## src/rtl/datapath_ctrl_pkg.sv

```systemverilog
// Shared encodings, flag indices, FSM state and the instruction decoder for datapath_ctrl.
// Bcond decoding is enabled by DATAPATH_CTRL_BRANCH_EN.
package datapath_ctrl_pkg;

  localparam int unsigned INSTR_W = 16;
  localparam int unsigned REG_N   = 16;
  localparam int unsigned FLAG_W  = 5;
  localparam int unsigned OP_W    = 8;

  localparam logic [3:0] OPC_RTYPE = 4'h0;
  localparam logic [3:0] OPC_BCOND = 4'hC;
  localparam logic [3:0] OPC_LUI   = 4'hF;

  localparam logic [3:0] FN_AND  = 4'h1;
  localparam logic [3:0] FN_OR   = 4'h2;
  localparam logic [3:0] FN_XOR  = 4'h3;
  localparam logic [3:0] FN_ADD  = 4'h5;
  localparam logic [3:0] FN_ADDC = 4'h7;
  localparam logic [3:0] FN_SUB  = 4'h9;
  localparam logic [3:0] FN_CMP  = 4'hB;
  localparam logic [3:0] FN_MOV  = 4'hD;

  localparam logic [3:0] CC_EQ   = 4'h0;
  localparam logic [3:0] CC_NE   = 4'h1;
  localparam logic [3:0] CC_CS   = 4'h2;
  localparam logic [3:0] CC_CC   = 4'h3;
  localparam logic [3:0] CC_FS   = 4'h4;
  localparam logic [3:0] CC_FC   = 4'h5;
  localparam logic [3:0] CC_GT   = 4'h6;
  localparam logic [3:0] CC_LE   = 4'h7;
  localparam logic [3:0] CC_RSV0 = 4'h8;
  localparam logic [3:0] CC_RSV1 = 4'h9;
  localparam logic [3:0] CC_LO   = 4'hA;
  localparam logic [3:0] CC_HS   = 4'hB;
  localparam logic [3:0] CC_LT   = 4'hC;
  localparam logic [3:0] CC_GE   = 4'hD;
  localparam logic [3:0] CC_UC   = 4'hE;
  localparam logic [3:0] CC_NV   = 4'hF;

  localparam int unsigned FLAG_C = 0;
  localparam int unsigned FLAG_L = 1;
  localparam int unsigned FLAG_F = 2;
  localparam int unsigned FLAG_Z = 3;
  localparam int unsigned FLAG_N = 4;

  typedef enum logic [1:0] {ST_FETCH, ST_DECODE, ST_EXEC} state_t;

  typedef struct packed {
    logic               legal;
    logic               branch;
    logic               wr;
    logic               set_flags;
    logic               use_cin;
    logic               imm_sel;
    logic [3:0]         a_sel;
    logic [3:0]         b_sel;
    logic [3:0]         func;
    logic [INSTR_W-1:0] immediate;
  } dec_t;

  function automatic logic is_alu_func(input logic [3:0] f);
    case (f)
      FN_AND, FN_OR, FN_XOR, FN_ADD, FN_ADDC, FN_SUB, FN_CMP, FN_MOV: return 1'b1;
      default: return 1'b0;
    endcase
  endfunction

  function automatic logic is_flag_func(input logic [3:0] f);
    return (f == FN_ADD) || (f == FN_ADDC) || (f == FN_SUB) || (f == FN_CMP);
  endfunction

  // Illegal encodings decode to all-zero controls, i.e. a NOP.
  function automatic dec_t decode(input logic [INSTR_W-1:0] ins);
    dec_t       d;
    logic [3:0] opc;
    d   = '0;
    opc = ins[15:12];
    if (opc == OPC_RTYPE) begin
      if (is_alu_func(ins[7:4])) begin
        d.legal = 1'b1;
        d.a_sel = ins[11:8];
        d.b_sel = ins[3:0];
        d.func  = ins[7:4];
      end
    end else if (opc == OPC_LUI) begin
      d.legal     = 1'b1;
      d.a_sel     = ins[11:8];
      d.imm_sel   = 1'b1;
      d.func      = FN_MOV;
      d.immediate = {ins[7:0], 8'h00};
    end else if (opc == OPC_BCOND) begin
`ifdef DATAPATH_CTRL_BRANCH_EN
      d.legal  = (ins[11:8] != CC_RSV0) && (ins[11:8] != CC_RSV1);
      d.branch = d.legal;
`endif
    end else if (is_alu_func(opc)) begin
      d.legal     = 1'b1;
      d.a_sel     = ins[11:8];
      d.imm_sel   = 1'b1;
      d.func      = opc;
      d.immediate = is_flag_func(opc) ? {{8{ins[7]}}, ins[7:0]} : {8'h00, ins[7:0]};
    end
    if (d.legal && !d.branch) begin
      d.wr        = (d.func != FN_CMP);
      d.set_flags = is_flag_func(d.func);
      d.use_cin   = (d.func == FN_ADDC);
    end
    return d;
  endfunction

endpackage

```

## src/rtl/datapath_ctrl_cond_eval.sv

```systemverilog
// Branch condition evaluator: {cond, latched flags} -> taken.
// Only built when DATAPATH_CTRL_BRANCH_EN is defined.
`ifdef DATAPATH_CTRL_BRANCH_EN
module cond_eval
  import datapath_ctrl_pkg::*;
(
  input  logic [3:0]        cond,
  input  logic [FLAG_W-1:0] flags,
  output logic              taken
);

  always_comb begin
    taken = 1'b0;
    case (cond)
      CC_EQ:   taken = flags[FLAG_Z];
      CC_NE:   taken = !flags[FLAG_Z];
      CC_CS:   taken = flags[FLAG_C];
      CC_CC:   taken = !flags[FLAG_C];
      CC_FS:   taken = flags[FLAG_F];
      CC_FC:   taken = !flags[FLAG_F];
      CC_GT:   taken = flags[FLAG_N];
      CC_LE:   taken = !flags[FLAG_N];
      CC_LO:   taken = flags[FLAG_L];
      CC_HS:   taken = !flags[FLAG_L];
      CC_LT:   taken = !flags[FLAG_N] && !flags[FLAG_Z];
      CC_GE:   taken = flags[FLAG_N] || flags[FLAG_Z];
      CC_UC:   taken = 1'b1;
      default: taken = 1'b0;
    endcase
  end

endmodule
`endif

```

## src/rtl/datapath_ctrl.sv

```systemverilog
// Three-state fetch/decode/exec controller driving the register-bank/ALU datapath.
// DATAPATH_CTRL_BRANCH_EN enables Bcond; otherwise opcode 1100 is illegal.
module datapath_ctrl
  import datapath_ctrl_pkg::*;
#(
  parameter int unsigned PC_W = 16
) (
  input  logic                 clk,
  input  logic                 Reset,
  input  logic [INSTR_W-1:0]   instr,
  input  logic                 instr_valid,
  output logic                 instr_ready,
  output logic [PC_W-1:0]      pc,
  input  logic [FLAG_W-1:0]    flags,
  output logic [3:0]           a_sel,
  output logic [3:0]           b_sel,
  output logic [OP_W-1:0]      op,
  output logic                 cin,
  output logic                 imm_sel,
  output logic [INSTR_W-1:0]   immediate,
  output logic                 tri_en,
  output logic [REG_N-1:0]     reg_en,
  output logic                 illegal
);

  state_t              state_q, state_d;
  logic [PC_W-1:0]     pc_q, pc_d;
  logic [INSTR_W-1:0]  ir_q, ir_d;
  logic [FLAG_W-1:0]   flag_q, flag_d;
  logic [3:0]          a_sel_q, a_sel_d;
  logic [3:0]          b_sel_q, b_sel_d;
  logic [3:0]          func_q, func_d;
  logic                cin_q, cin_d;
  logic                imm_sel_q, imm_sel_d;
  logic [INSTR_W-1:0]  immediate_q, immediate_d;
  logic                tri_en_q, tri_en_d;
  logic [REG_N-1:0]    reg_en_q, reg_en_d;
  logic                illegal_q, illegal_d;

  dec_t                dec_c;
  logic                taken_c;
  logic [PC_W-1:0]     disp_ext_c;

  // One decoder: the incoming word while fetching, the held IR afterwards.
  assign dec_c      = decode((state_q == ST_FETCH) ? instr : ir_q);
  assign disp_ext_c = {{(PC_W-8){ir_q[7]}}, ir_q[7:0]};

`ifdef DATAPATH_CTRL_BRANCH_EN
  cond_eval u_cond_eval (
    .cond  (ir_q[11:8]),
    .flags (flag_q),
    .taken (taken_c)
  );
`else
  assign taken_c = 1'b0;
`endif

  always_comb begin
    state_d     = state_q;
    pc_d        = pc_q;
    ir_d        = ir_q;
    flag_d      = flag_q;
    a_sel_d     = a_sel_q;
    b_sel_d     = b_sel_q;
    func_d      = func_q;
    cin_d       = cin_q;
    imm_sel_d   = imm_sel_q;
    immediate_d = immediate_q;
    tri_en_d    = 1'b0;
    reg_en_d    = '0;
    illegal_d   = 1'b0;
    case (state_q)
      ST_FETCH: begin
        if (instr_valid) begin
          ir_d        = instr;
          a_sel_d     = dec_c.a_sel;
          b_sel_d     = dec_c.b_sel;
          func_d      = dec_c.func;
          cin_d       = dec_c.use_cin & flag_q[FLAG_C];
          imm_sel_d   = dec_c.imm_sel;
          immediate_d = dec_c.immediate;
          illegal_d   = !dec_c.legal;
          state_d     = ST_DECODE;
        end
      end
      ST_DECODE: begin
        tri_en_d = dec_c.legal && !dec_c.branch;
        reg_en_d = dec_c.wr ? (REG_N'(1) << dec_c.a_sel) : '0;
        state_d  = ST_EXEC;
      end
      ST_EXEC: begin
        if (dec_c.set_flags) flag_d = flags;
        pc_d        = (dec_c.branch && taken_c) ? (pc_q + disp_ext_c) : (pc_q + PC_W'(1));
        a_sel_d     = '0;
        b_sel_d     = '0;
        func_d      = '0;
        cin_d       = 1'b0;
        imm_sel_d   = 1'b0;
        immediate_d = '0;
        state_d     = ST_FETCH;
      end
      default: state_d = ST_FETCH;
    endcase
  end

  always_ff @(posedge clk or posedge Reset) begin
    if (Reset) begin
      state_q     <= ST_FETCH;
      pc_q        <= '0;
      ir_q        <= '0;
      flag_q      <= '0;
      a_sel_q     <= '0;
      b_sel_q     <= '0;
      func_q      <= '0;
      cin_q       <= 1'b0;
      imm_sel_q   <= 1'b0;
      immediate_q <= '0;
      tri_en_q    <= 1'b0;
      reg_en_q    <= '0;
      illegal_q   <= 1'b0;
    end else begin
      state_q     <= state_d;
      pc_q        <= pc_d;
      ir_q        <= ir_d;
      flag_q      <= flag_d;
      a_sel_q     <= a_sel_d;
      b_sel_q     <= b_sel_d;
      func_q      <= func_d;
      cin_q       <= cin_d;
      imm_sel_q   <= imm_sel_d;
      immediate_q <= immediate_d;
      tri_en_q    <= tri_en_d;
      reg_en_q    <= reg_en_d;
      illegal_q   <= illegal_d;
    end
  end

  assign instr_ready = (state_q == ST_FETCH);
  assign pc          = pc_q;
  assign a_sel       = a_sel_q;
  assign b_sel       = b_sel_q;
  assign op          = {4'h0, func_q};
  assign cin         = cin_q;
  assign imm_sel     = imm_sel_q;
  assign immediate   = immediate_q;
  assign tri_en      = tri_en_q;
  assign reg_en      = reg_en_q;
  assign illegal     = illegal_q;

endmodule

```

## config.mk

```make
export PLATFORM = sky130hd
export DESIGN_NAME = datapath_ctrl
export DESIGN_NICKNAME = d
export VERILOG_FILES = /design/src/rtl/datapath_ctrl_pkg.sv /design/src/rtl/datapath_ctrl_cond_eval.sv /design/src/rtl/datapath_ctrl.sv
export SDC_FILE = /design/constraint.sdc
export NUM_CORES = 1
export LEC_CHECK = 0
export CELL_PAD_IN_SITES_DETAIL_PLACEMENT = 1
export CELL_PAD_IN_SITES_GLOBAL_PLACEMENT = 2
export CORE_MARGIN = 2
export CORE_UTILIZATION = 27
export DETAILED_ROUTE_END_ITERATION = 8
export GPL_TIMING_DRIVEN = 0
export PLACE_DENSITY_LB_ADDON = 0.1
export SYNTH_ARGS = -nofsm -noshare
export SYNTH_HDL_FRONTEND = slang
export SYNTH_HIERARCHICAL = 1
export SYNTH_SLANG_ARGS = --single-unit
```

## constraint.sdc

```tcl
create_clock -name clk -period 2.5 [get_ports clk]
set_clock_uncertainty 0.05 [all_clocks]
set_input_delay 0.5 -clock clk [delete_from_list [all_inputs] [get_ports clk]]
set_output_delay 0.5 -clock clk [all_outputs]
set_load 0.02 [all_outputs]
```

== Word-level counts from Yosys, hierarchy flattened ==
Memories as Yosys holds them, arrays and structs flattened.
Cells that the tools add are included.

* Input port bits: 24
* Bits in registers: 83
* Word-level logic and storage cells: 88
* Bits in read-only memories: 32
* Memories: 2
* Output and inout port bits: 69

{| class="wikitable"
|+ Memory list
! name !! depth !! width !! read ports !! clocked after memory_dff !! wr ports !! line !! source
|-
| (no name shown) || 16 || 1 || 1 || 0 || 0 || datapath_ctrl_pkg.sv:62 || <nowiki>case (f)</nowiki>
|-
| (no name shown) || 16 || 1 || 1 || 0 || 0 || datapath_ctrl_pkg.sv:62 ||
|}

* $add $sub $neg: 1
* Reductions and logical operators: 13
* Mux-type cells: 43
* Shift-type cells: 1
* Eq/ne operators: 14
* Bitwise logic cells: 1

{| class="wikitable"
|+ Operators by type and width
! cell !! number
|-
| $mux 16 || 6
|-
| $mux 20 || 3
|-
| $pmux 16 s2 || 1
|-
| $eq 4x4->1 const B || 6
|-
| $mux 4 || 6
|-
| $pmux 4 s2 || 3
|-
| $add 16x1->16 const B || 1
|-
| $eq 4x3->1 const B || 4
|-
| $shl 1x4->16 const A || 1
|-
| $mux 1 || 15
|-
| $mux 5 || 3
|-
| $mux 12 || 1
|-
| $logic_or 1x1->1 || 6
|-
| $reduce_and 2->1 || 3
|-
| $logic_not 4->1 || 1
|-
| $ne 4x4->1 const B || 1
|-
| $pmux 1 s2 || 2
|-
| $pmux 2 s2 || 1
|-
| $mux 3 || 1
|-
| $eq 2x1->1 const B || 1
|-
| $eq 2x2->1 const B || 1
|-
| $logic_not 2->1 || 1
|-
| $mux 2 || 1
|-
| $ne 2x2->1 const B || 1
|-
| 3 further kinds || 3
|}

== Logic depth before layout (Yosys ltp) ==
Gate-level depths: netlist of run 1.

* Depth in word-level cells: 19
* Depth in mapped cells: 10
* Depth with buffers taken out: 8

== Least setup slack after synthesis of run 1 ==
Ideal clock, no wire load.

* Path kind: input to register
* Start: input port instr[14]
* End: register reg_en_q[1] (netlist: reg_en[1])
* Arrival: 2.248 ns
* Required time: 2.319 ns
* Library setup time: 0.131 ns
* Slack: 0.071 ns
* Buffers on the path: 0
* Cell stages on the path: 7
* Cell sequence: nor4_1 -> a21oi_1 -> o32a_1 -> a221o_1 -> or4b_4 -> o211ai_2 -> nor2_1

* Cells in the longest elaborated chain, start to end: 13
* Elaborated cells between the ends (all ways): 25
* Those cells by class: eq/ne: 3; shift: 1; mux: 19; reduce/logical: 1; memory: 1

{| class="wikitable"
|+ RTL lines
! element !! line !! source
|-
| start, declared || datapath_ctrl.sv:10 || <nowiki>input logic [INSTR_W-1:0] instr,</nowiki>
|-
| $mux 16 (*) || datapath_ctrl.sv:45 || <nowiki>assign dec_c = decode((state_q == ST_FETCH) ? instr : ir_q);</nowiki>
|-
| $mem_v2 16x1 || n/a ||
|-
| $mux 1 || datapath_ctrl_pkg.sv:91 || <nowiki>end else if (opc == OPC_BCOND) begin</nowiki>
|-
| $mux 1 || datapath_ctrl_pkg.sv:85 || <nowiki>end else if (opc == OPC_LUI) begin</nowiki>
|-
| $mux 1 || datapath_ctrl_pkg.sv:78 || <nowiki>if (opc == OPC_RTYPE) begin</nowiki>
|-
| $mux 20 || datapath_ctrl_pkg.sv:96 || <nowiki>end else if (is_alu_func(opc)) begin</nowiki>
|-
| $mux 20 || datapath_ctrl_pkg.sv:91 ||
|-
| $mux 20 || datapath_ctrl_pkg.sv:85 ||
|-
| $mux 4 || datapath_ctrl_pkg.sv:78 ||
|-
| $ne 4x4->1 || datapath_ctrl_pkg.sv:104 || <nowiki>d.wr = (d.func != FN_CMP);</nowiki>
|-
| $mux 3 || datapath_ctrl_pkg.sv:103 || <nowiki>if (d.legal && !d.branch) begin</nowiki>
|-
| $mux 16 (*) || datapath_ctrl.sv:88 || <nowiki>reg_en_d = dec_c.wr ? (REG_N'(1) << dec_c.a_sel) : '0;</nowiki>
|-
| $mux 16 (*) || datapath_ctrl.sv:72 || <nowiki>case (state_q)</nowiki>
|-
| net reg_en_d[1] || datapath_ctrl.sv:37 || <nowiki>logic [REG_N-1:0] reg_en_q, reg_en_d;</nowiki>
|-
| end signal, assigned || datapath_ctrl.sv:133 || <nowiki>reg_en_q <= reg_en_d;</nowiki>
|-
| end, declared || datapath_ctrl.sv:37 ||
|}

Mark *: on every way through the listed nets, which the timed path passes. The rest lies on a longest branch. The select of a mux whose other input is x is not followed.
A chain may end at the register's enable or synchronous reset.

== Worst setup path after layout of run 1 ==
* Start: input port instr[12]
* End: register reg_en_q[6] (netlist: reg_en[6])

Same word-level chain as after synthesis.

==> flow_summary_export.csv, run 1 <==
group,metric,value,unit
run_status,status,"finished, violations left",
run_status,violations,"negative setup slack",
final_layout,layout_commonest_cell,"dfrtp_1",
clock_network,clkTransAtPathRegs,0.06,ns
final_layout,mostFrequentLayoutCells,"83 x dfrtp_1, 78 x clkdlybuf4s50_1, 46 x nand2_1",
clock_network,cts_made_buffers,9,
synthesis,synth_top_area_share,56.56,%
pwr,p_seq_share,37.3,%
pwr,clkPwrFrac,32.6,%
setup_path,crit_fanout,6,
setup_path,cp.depth,8,
synthesis,ys_ff_latch,83,
final_layout,layout.nets,482,
synthesis,synthArstFlopShare,100.0,%
setup_path,slowest_stage,"or4b_4",
clock_network,tritoncts,"yes",
pwr,switching_share,32.13,%
synthesis,avgSynthCellArea,10.58,um2
placed_design,port_buffers,84,
timing,finalCriticalPeriod,2.644,ns
setup_path,r2r_start,"state_q[0]$_DFFE_PP0P_",
setup_path,required,2.66,ns
synthesis,synth_largest_area_cell,"dfrtp_1",
placed_design,dpl_cell_area,4796,um2
synthesis,synthTopCellsByArea,"dfrtp_1 57%, nand2_1 4.8%, mux2_2 4.3%",
min_path,whs_path_depth,1,
floorplanning,die_area,14550,um2
job,cap_violations,0,
timing,drv_slew,0,
setup_path,path_cells,"dlygate4sd2_1, nor4_4, a21oi_4, o32a_1, a221o_1, or4b_4, o211ai_4, nor2_1",
pwr,p_int,0.003161,W
final_layout,area_growth,46.95,%
timing,fin_hold_ws,0.4237,ns
clock_network,htreeDepth,3,
setup_path,critPathLaunchType,"primary input",
setup_path,crit_end,"reg_en[6]$_DFF_PP0_",
timing,finalSetupViolations,16,
pwr,p_sw,0.001496,W
grt,grtUsageTotal,16.07,%
pwr,ir_drop,0.3639,mV
setup_path,critPathArrivalTime,2.80,ns
clock_network,worstSkewPairLatency,0.34,ns
setup_path,r2r_end,"reg_en[6]$_DFF_PP0_",
final_layout,multi_input_area,1655,um2
drt,wl_per_cell,17.04,um
grt,first_global_vias,3233,
min_path,hold_class,"reg2reg",
setup_path,rrSetupSlack,-0.14,ns
timing,tightest_slew,0.7860,ns
clock_network,cts.sinks,83,
clock_network,cts_hold_buf,0,
pwr,pwr-share-comb,30.1,%
drt,viasPerCell,4.648,
floorplanning,ioPinCount,93,
final_layout,utilization,40.75,%
setup_path,path_class,"in2reg",
placed_design,place_congestion,0.7915,
drt,routed_wl,10860,um
setup_path,critPathLaunch,"instr[12]",
setup_path,endpoint_kind,"register",
drt,dr.first_iter.drc_count,126,
placed_design,dp_hpwl,7752,um
timing,fmax,378.3,MHz
timing,worst_slack,-0.1436,ns
final_layout,antenna-diode-count,0,
synthesis,ys.flop_type,"dfrtp_1",
clock_network,clockRootBuffer,"clkbuf_16",
synthesis,ys.warnings.count,6,
timing,fin_crit_sh,105.7,%
final_layout,fillers,1479,
grt,grt-ovfl-total,0,
pwr,totalPowerFinal,0.004658,W
pwr,p_leak,2.301,nW
drt,drt-pass1-iter-count,4,
timing,final-hold-violation-count,0,
final_layout,seq_area,2077,um2
synthesis,synth_edf_count,0,
clock_network,cts.path.max_buffers,2,
synthesis,syn_inst,347,
grt,grt_max_degree,40,
floorplanning,die_h,120.6,um
drt,drc_errors,0,
grt,grt_pass1_wl,17680,um
synthesis,synthDistinctLibCells,47,
floorplanning,core,13240,um2
floorplanning,rows,42,
timing,maxSlewHeadroom,47.49,%
setup_path,critPathMaxStageDelay,0.65,ns
setup_path,cp_num_buf_inv,1,
drt,ant_nets,0,
final_layout,layout-drive-gt1-share,17.79,%
drt,vias,2961,
final_layout,final_area,5396,um2
grt,antenna_found_initial,0,
floorplanning,die_w,120.6,um
pwr,p_per_area,863.1,nW/um2
floorplanning,floorplan.initialDensity,27.73,%
synthesis,yosysSeqAreaShare,56.56,%
setup_path,critical_path.top_delay_family,"simple AND/OR/NAND/NOR gates",
setup_path,reg2regPathDepth,9,
timing,rsz0062_at_grt,"true",
synthesis,synth_area,3672,um2
-- Yosys cell counts, types with 2 or more instances --
cell      count
a21oi_1       3
a22o_1       14
a31oi_1       7
and2_1        2
and3_1        3
buf_2         3
buf_4         4
buf_6         2
clkbuf_1      8
dfrtp_1      83
inv_1         6
mux2_2       14
mux2i_1       5
nand2_1      47
nand3_1      20
nand4_1       4
nor2_1       38
nor2b_1       3
nor3_1        8
nor3b_1       9
nor4_1        2
o211ai_1      2
o211ai_2      3
o21ai_0      19
o21bai_1      2
xnor2_1      13
xor2_1        3
-- power groups by stage --
stage / clock network [W] / logic (W) / registers, W
global route: 0.00161 / 0.00152 / 0.00178
finish: 0.00152 / 0.00140 / 0.00174
global placement: 0 / 0.00124 / 0.00175
detailed placement: 0 / 0.00126 / 0.00176
floorplan: 0 / 0.000566 / 0.00188
CTS: 0.00156 / 0.00139 / 0.00174
-- worst min path at each step --
stage	to	slack (ns)	from
global route	pc[15]$_DFFE_PP0P_	0.44	pc[15]$_DFFE_PP0P_
CTS	pc[15]$_DFFE_PP0P_	0.43	pc[15]$_DFFE_PP0P_
floorplan	ir_q[0]$_DFFE_PP0P_	0.43	ir_q[0]$_DFFE_PP0P_
detailed placement	immediate[15]$_DFFE_PP0P_	0.41	immediate[15]$_DFFE_PP0P_
global placement	pc[15]$_DFFE_PP0P_	0.41	pc[15]$_DFFE_PP0P_
finish	pc[15]$_DFFE_PP0P_	0.42	pc[15]$_DFFE_PP0P_
-- timing repair --
action / in CTS / in global routing
endpoints found under the hold margin: 0 / 0
setup buffers: 10 / 1
pin swaps: 8 / 10
gates cloned: 0 / 0
endpoints found under the setup margin: 35 / 35
gates resized for setup: 37 / 12
-- state kept, by name, indices dropped and copies added, names as in the netlist --
register   flops
b_sel          4
tri_en         1
imm_sel        1
cin            1
pc            16
ir_q          16
illegal        1
func_q         4
flag_q         1
reg_en        16
state_q        2
a_sel          4
immediate     16
-- final cells by class --
class,count,share of cell area [%]
timing repair buffer,97,17.78
buffer,17,2.179
clock inverter,5,1.901
tap,176,4.081
clock buffer,10,4.243
inverter,7,0.6492
sequential,83,38.49
multi-input combinational,242,30.67
-- per-stage QoR --
step,setup TNS (ns),instances,setup slack (ns)
finish,-1.800,637,-0.1436
global route,-3.444,637,-0.2108
CTS,-1.671,636,-0.1239
detailed placement,-18.12,612,-0.7414
global placement,-20.36,610,-0.7021
floorplan,0,350,0.07096
-- layer usage --
metal / up-vias / track usage, % / part of all wire, %
met5: - / 0 / 0
met4: 0 / 6.831 / 1.8
met3: 14 / 2.736 / 3.0
met2: 64 / 26.62 / 48
met1: 1462 / 20.71 / 47
li1: 1421 / - / -
-- worst register-to-register path, cell delays in order (launching register included) --
cell,delay (ns)
dfrtp_1,0.39
or2_1,0.23
buf_6,0.15
buf_8,0.14
mux2i_4,0.19
o32ai_4,0.13
a221o_1,0.34
or4b_4,0.65
o211ai_4,0.15
nor2_1,0.08
-- kinds of logic after synthesis --
family / Yosys count / synth area share [%]
AND/OR/NAND/NOR: 144 / 18.47
flip-flops: 83 / 56.56
other: 1 / 0.1021
XOR/XNOR: 16 / 3.816
multiplexers: 19 / 5.656
buffers and inverters: 25 / 3.509
adder cells (fa/ha/maj): 1 / 0.3407
AO/OA/AOI/OAI: 58 / 11.55
(Power assumes the default switching activity.)
==> inputs of run 2 (changes only) <==
--- a/config.mk
+++ b/config.mk
@@ -10,7 +10,6 @@
 export CORE_MARGIN = 2
 export CORE_UTILIZATION = 27
 export DETAILED_ROUTE_END_ITERATION = 8
-export GPL_TIMING_DRIVEN = 0
 export PLACE_DENSITY_LB_ADDON = 0.1
 export SYNTH_ARGS = -nofsm -noshare
 export SYNTH_HDL_FRONTEND = slang
==> run 2 against run 1 <==
The run still ends with negative setup slack left. Sequential share of layout area down 0.56 points. Clock-buffer cell count up 1. Cell count up 3.6%. Setup slack better by 0.13 ns. Die area unchanged. Global-route usage down 0.14 points. Worst hold slack worse by 0.0063 ns. Critical path type is now reg2reg. Highest routed layer unchanged.
==> flow_summary_export.csv, run 2 (synthesis results as in run 1) <==
group,metric,value,unit
final_layout,layout.nets,506,
drt,ant_nets,0,
setup_path,rrSetupSlack,-0.01,ns
min_path,whs_path_depth,1,
final_layout,layout-drive-gt1-share,21.69,%
drt,dr.max_layer_used,"met4",
final_layout,mostFrequentLayoutCells,"83 x dfrtp_1, 79 x clkdlybuf4s50_1, 49 x buf_4",
grt,grt_pass1_wl,17800,um
grt,grt-ovfl-total,0,
floorplanning,die_area,14550,um2
clock_network,worstSkewPairLatency,0.34,ns
setup_path,critPathArrivalTime,2.66,ns
clock_network,cts.sinks,83,
drt,met1Wirelength,4951,um
floorplanning,floorplan.initialDensity,27.73,%
min_path,holdPathEnd,"pc[15]$_DFFE_PP0P_",
setup_path,endpoint_kind,"register",
drt,vias,3083,
setup_path,crit_fanout,6,
timing,finalSetupViolations,13,
setup_path,reg2regPathDepth,8,
setup_path,r2r_end,"reg_en[4]$_DFF_PP0_",
final_layout,area_growth,49.13,%
setup_path,required,2.65,ns
timing,final-hold-violation-count,0,
final_layout,antenna-diode-count,0,
timing,tightest_slew,0.6358,ns
floorplanning,core,13240,um2
drt,dr.first_iter.drc_count,110,
job,cap_violations,0,
drt,routed-wl-met2,5129,um
timing,finalCriticalPeriod,2.512,ns
timing,fin_hold_ws,0.4174,ns
clock_network,clkTransAtPathRegs,0.06,ns
clock_network,cts.path.max_buffers,2,
floorplanning,die_h,120.6,um
grt,grt_max_degree,31,
placed_design,dpl_cell_area,5049,um2
floorplanning,rows,42,
timing,rsz0062_at_grt,"true",
timing,setup_tns,-0.07623,ns
run_status,status,"finished, violations left",
placed_design,place_congestion,0.8735,
setup_path,path_class,"reg2reg",
final_layout,layout_commonest_cell,"dfrtp_1",
clock_network,cts_made_buffers,9,
drt,routed_wl,10720,um
placed_design,dp_hpwl,7792,um
timing,fmax,398.1,MHz
pwr,totalPowerFinal,0.004504,W
final_layout,utilization,41.35,%
floorplanning,ioPinCount,93,
drt,dr_wl_met3,421,um
run_status,violations,"negative setup slack",
grt,antenna_found_initial,0,
pwr,p_per_area,822.4,nW/um2
clock_network,clockRootBuffer,"clkbuf_16",
setup_path,critPathLaunchType,"register",
pwr,p_leak,2.418,nW
grt,first_global_vias,3240,
drt,drc_errors,0,
clock_network,htreeDepth,3,
setup_path,r2r_start,"state_q[0]$_DFFE_PP0P_",
min_path,min_from,"pc[15]$_DFFE_PP0P_",
placed_design,port_buffers,84,
timing,worst_slack,-0.01214,ns
drt,drt-pass1-iter-count,4,
timing,drv_slew,0,
drt,viasPerCell,4.671,
final_layout,final_area,5477,um2
floorplanning,die_w,120.6,um
clock_network,tritoncts,"yes",
min_path,hold_class,"reg2reg",
pwr,ir_drop,0.3508,mV
timing,maxSlewHeadroom,57.52,%
grt,grtUsageTotal,15.94,%
timing,fin_crit_sh,100.5,%
drt,wl_per_cell,16.24,um
clock_network,cts_hold_buf,0,
## run 2: cell types whose count changed in the layout (fill, tap and decap cells not counted), sizes merged
cell           change
clkbuf             -8
buf               +32
clkinvlp           -1
bufinv             -2
clkdlybuf4s50      +1
dlymetal6s2s       +1
dlygate4sd2        -1
clkinv             +1
## run 2: what timing repair did
item | 4_1_cts | 5_1_grt
resized for setup | 23 | 6
setup endpoints to repair | 18 | 18
setup buffers | 7 | 0
pin swaps | 12 | 3
endpoints found under the hold margin | 0 | 0
## run 2: worst max-delay path by stage
stage | cells past startpoint | endpoint | slack (ns) | from
6_report | 8 | reg_en[4]$_DFF_PP0_ | -0.01 | state_q[0]$_DFFE_PP0P_
5_1_grt | 9 | reg_en[12]$_DFF_PP0_ | -0.15 | state_q[0]$_DFFE_PP0P_
4_1_cts | 9 | reg_en[0]$_DFF_PP0_ | -0.03 | state_q[0]$_DFFE_PP0P_
3_5_place_dp | 8 | reg_en[0]$_DFF_PP0_ | -0.60 | instr[4]
3_3_place_gp | 8 | reg_en[7]$_DFF_PP0_ | -0.55 | instr[4]
2_1_floorplan | 7 | reg_en[1]$_DFF_PP0_ | 0.07 | instr[14]
## run 2: area by class of cell
cell class / count / area, um2
Fill cell: 1465 / 7766
Sequential cell: 83 / 2077
Multi-Input combinational cell: 242 / 1580
Timing Repair Buffer: 138 / 1274
Clock buffer: 11 / 242.7
Tap cell: 176 / 220.2
Inverter: 7 / 42.54
Clock inverter: 3 / 40.04
## run 2: stage by stage
step / cells / setup WS, ns
finish: 660 / -0.01214
global route: 660 / -0.1488
CTS: 660 / -0.02702
detailed placement: 640 / -0.6037
global placement: 640 / -0.5482
floorplan: 350 / 0.07096
## run 2: worst max-delay path, stage by stage (launching register included)
cell and delay [ns]:
dfrtp_1 0.40, buf_6 0.15, nor4_2 0.28, a21oi_2 0.07, o32a_1 0.33, a221o_1 0.30
or4b_4 0.60, o211ai_4 0.12, nor2_1 0.06
## run 2: per-layer routing
| metal | track usage, % | up-vias |
|---|---|---|
| met5 | 0 | - |
| met4 | 7.049 | 0 |
| met3 | 3.396 | 12 |
| met2 | 25.64 | 65 |
| met1 | 20.64 | 1538 |
| li1 | - | 1468 |
## run 2: power breakdown
part / total (W) / internal (W) / switching (W) / leakage, nW
logic: 0.00145 / 0.000710 / 0.000743 / 1.18
registers: 0.00173 / 0.00156 / 0.000179 / 1.10
clock network: 0.00132 / 0.000787 / 0.000529 / 0.141
total: 0.00450 / 0.00305 / 0.00145 / 2.42
